$ cat src/rtl/game.sv
// rtl/game.sv - 8x8 Game of Life engine, one generation per clock.
// Define TORUS_WRAP_EN for a toroidal grid; otherwise cells outside the grid are dead.
module game (
  input  logic        clk,
  input  logic        reset,
  input  logic [63:0] seed,
  output logic [63:0] gridOut
);

  logic [63:0] grid;
  logic [63:0] next_grid;

  for (genvar r = 0; r < 8; r++) begin : g_row
    for (genvar c = 0; c < 8; c++) begin : g_col
      logic [7:0] nb;
      logic [3:0] n;

      // k enumerates the 8 neighbours: 0..2 row above, 3/4 same row, 5..7 row below
      for (genvar k = 0; k < 8; k++) begin : g_nb
        localparam int DR = (k < 3) ? -1 : ((k < 5) ? 0 : 1);
        localparam int DC = (k == 3) ? -1 : ((k == 4) ? 1 : ((k < 3) ? k - 1 : k - 6));
`ifdef TORUS_WRAP_EN
        localparam int NR = (r + DR + 8) % 8;
        localparam int NC = (c + DC + 8) % 8;
        assign nb[k] = grid[NR*8 + NC];
`else
        if ((r + DR >= 0) && (r + DR < 8) && (c + DC >= 0) && (c + DC < 8)) begin : g_in
          assign nb[k] = grid[(r + DR)*8 + (c + DC)];
        end else begin : g_out
          assign nb[k] = 1'b0;
        end
`endif
      end

      assign n = 4'($countones(nb));
      assign next_grid[r*8 + c] = (n == 4'd3) | (grid[r*8 + c] & (n == 4'd2));
    end
  end

  always_ff @(posedge clk) begin
    if (reset) begin
      grid <= seed;
    end else begin
      grid <= next_grid;
    end
  end

  assign gridOut = grid;

endmodule

$ cat config.mk
export PLATFORM = sky130hd
export DESIGN_NAME = game
export DESIGN_NICKNAME = d
export VERILOG_FILES = /design/src/rtl/game.sv
export SDC_FILE = /design/constraint.sdc
export NUM_CORES = 1
export LEC_CHECK = 0
export BUFFER_PORTS_ARGS = -buffer_cell sky130_fd_sc_hd__buf_4
export CORE_UTILIZATION = 55
export DETAILED_ROUTE_END_ITERATION = 12
export PLACE_DENSITY = 0.76
export SETUP_SLACK_MARGIN = 0.05
export SLEW_MARGIN = 40
export SYNTH_ARGS = -nofsm -noshare
export SYNTH_HDL_FRONTEND = slang
export SYNTH_SLANG_ARGS = --single-unit
$ cat constraint.sdc
create_clock -name clk -period 8.15 [get_ports clk]
set_input_delay 0.815 -clock clk [delete_from_list [all_inputs] [get_ports clk]]
set_output_delay 0.815 -clock clk [all_outputs]
set_load 0.02 [all_outputs]
==> key figures <==
Clocking
  – Num CTS Buffers: 9
  – Setup Fix Bufs, Post-CTS: 0
  – Clk pin slew, worst setup/hold paths: 0.06 ns
  – CTS sink cnt: 64
  – CTS resizes: 0
  – CTS tree: yes
  – CTS Hold Buffers Added: 0
  – Worst-skew pair later-pin latency: 0.35 ns
  – CTS Buffer Depth: 2
  – H-tree Lvls: 3
  – Root buffer cell: clkbuf_16

Logic synthesis
  – Area contributors post-synth: fa_1 (36%), ha_1 (27%), dfxtp_1 (13%)
  – Mapped Nets: 1,345
  – Largest family of logic cells by synthesized area: adder cells
  – Share of flip-flops with an asynchronous set or reset: 0%
  – Compound-gate portion of the synthesized area: 9.19%
  – #FFs+latches synth: 64
  – Synth Area in Simple Gates: 8.98%
  – Post-synth EDFFs: 0
  – Post-synthesis mux area share: 0.100%
  – Xor and xnor area share after synthesis: 0.527%
  – Synth Flop Type: dfxtp_1
  – Most instantiated library cell after synthesis: ha_1
  – Synthesized instance count: 883
  – Cell Area, Synth: 0.00997 mm2
  – Seq/Total Area, Yosys: 12.8%
  – Synth Area in Adders: 63.3%
  – Synth warn: 0
  – Post-synth top area share: 36.3%
  – Synth top cells by count: ha_1 (215), fa_1 (181), inv_1 (106)
  – Avg Cell Area, Syn: 11.3 um2
  – Cell taking the most area after synthesis: fa_1
  – Netlist cell types: 35

Final layout
  – Share of cells above drive strength 1: 16.9%
  – Area used by multi-input combinational logic: 0.00819 mm2
  – Max reg flops: 64
  – Fill count: 1,422
  – Post-route cell area: 0.0114 mm2
  – Antenna cell count: 0
  – Layout area overhead: 14.6%
  – Finished Layout Cells: 1,240
  – FF/Latch Area: 0.00128 mm2
  – Nets@finish: 1,472

Global route
  – First-pass GRT wire length: 35,500 um
  – Initial antenna violation count: 0
  – Via count of the first global-routing pass: 7,559
  – Overflow after GRT: 0
  – Largest net degree at the start of global routing: 67
  – GRT Overall Usage: 24.6%

Outcome
  – Status: finished clean

STA
  – F_max: 312 MHz
  – Final setup fails: 0
  – Hold Fails Final Rpt: 0
  – Period minus WS final: 3.21 ns
  – Final setup TNS: 0 ns
  – Clk_skew: 0.00365 ns
  – Crit share post-route: 39.4%
  – Max-slew headroom: 46.1%
  – RSZ-0062 raised after global routing: no
  – Actual slew at the worst max-slew pin: 0.808 ns
  – Final Max Slew Viols: 0

Floorplanning
  – Die Span X: 137 um
  – Core ar.: 0.0175 mm2
  – Ports: 130
  – Die area: 0.0187 mm2
  – Initial Util: 57.1%
  – Core Rows: 48
  – Die Span Y: 137 um

Setup path
  – Setup Crit Path Kind: flop to flop
  – R2r setup slk: 4.94 ns
  – CP max stage cell: dfxtp_1
  – Max incr delay on CP: 0.53 ns
  – Required time of the worst setup path: 8.44 ns
  – Critical path capture point type: flop
  – CP top delay family: adder cells
  – CP Max Fanout: 8
  – Crit path DAT: 3.49 ns
  – CP cell instances: ha_1 > ha_1 > fa_1 > fa_1 > ha_1 > fa_1 > nor4b_2 > o21ai_1 > nand2_1
  – WP buf/inv: 0
  – Critical path startpoint category: flop

Run
  – Max_cap viols: 0

Hold path
  – Worst hold path type: flop to flop

Detailed routing
  – DR vias/cell: 5.54
  – DRC: 0
  – Final WL: 20,600 um
  – Vias: 6,864
  – Drt first pass iters: 4
  – DRT antenna net count: 0
  – Starting DRT DRC Count: 221
  – Post-DR wirelength/cell: 16.6 um

Placed design
  – Buffers added on ports: 129
  – RePlAce Congestion: 0.833
  – Placed Instances: 1,224
  – Post-DP HPWL: 17,100 um
  – Placed inst area: 0.0111 mm2
[through the flow]
step	setup slack (ns)	hold WS, ns	utilization, %
after CTS	4.91	0.582	65.4
final	4.94	0.583	65.4
after global placement	5.05	0.567	63.7
after global routing	4.74	0.618	65.4
after detailed placement	5.00	0.570	63.7
after floorplan	5.10	0.614	-
[logic make-up (layout without fill, tap and decap cells)]
kind of cell             after synthesis  after routing
buffers and inverters                120            252
adder cells (fa/ha/maj)              396            396
flip-flops                            64             64
multiplexers                           1              1
AND/OR/NAND/NOR                      175            175
XOR/XNOR                               6              6
AO/OA/AOI/OAI                        121            121
[final timing paths]
check,to,depth (start not counted),startpoint
worst max-delay path,gridOut[18],9,gridOut[25]
worst min-delay path,gridOut[7],2,gridOut[7]
worst max register to register,gridOut[18],9,gridOut[25]
worst min register to register,gridOut[7],2,gridOut[7]
[cell type report]
type                    instances  share of cell area, %
inverters                     106                   3.48
multi-input cells             699                   71.7
repair buffers                130                   8.54
clock inverters                 3                  0.350
well taps                     225                   2.46
clock buffers                  13                   2.28
flip-flops and latches         64                   11.2
[metal layers]
| metal | global-route usage [%] | part of all wire [%] | vias to the layer above |
|---|---|---|---|
| met5 | 0 | 0 | - |
| met4 | 7.59 | 2.0 | 0 |
| met3 | 3.37 | 3.2 | 31 |
| met2 | 44.4 | 53 | 122 |
| met1 | 30.3 | 42 | 3437 |
| li1 | - | - | 3274 |
[worst reg2reg max path, cell delays in order, from the launching register on]
cell     delay (ns)
dfxtp_1        0.53
ha_1           0.34
ha_1           0.21
fa_1           0.50
fa_1           0.45
ha_1           0.27
fa_1           0.47
nor4b_2        0.21
o21ai_1        0.10
nand2_1        0.07
[layout by cell type, fill, tap and decap left out, drive strengths merged, types with 17 or more instances in the layout]
| cell type | instances |
|---|---|
| buf | 130 |
| fa | 181 |
| o41ai | 19 |
| ha | 215 |
| nand2 | 84 |
| o21ai | 42 |
| nor2b | 17 |
| dfxtp | 64 |
| nor2 | 44 |
| inv | 106 |
Power is not shown: default switching activity piles up to over one toggle a cycle in this logic, so the estimate is an artifact.
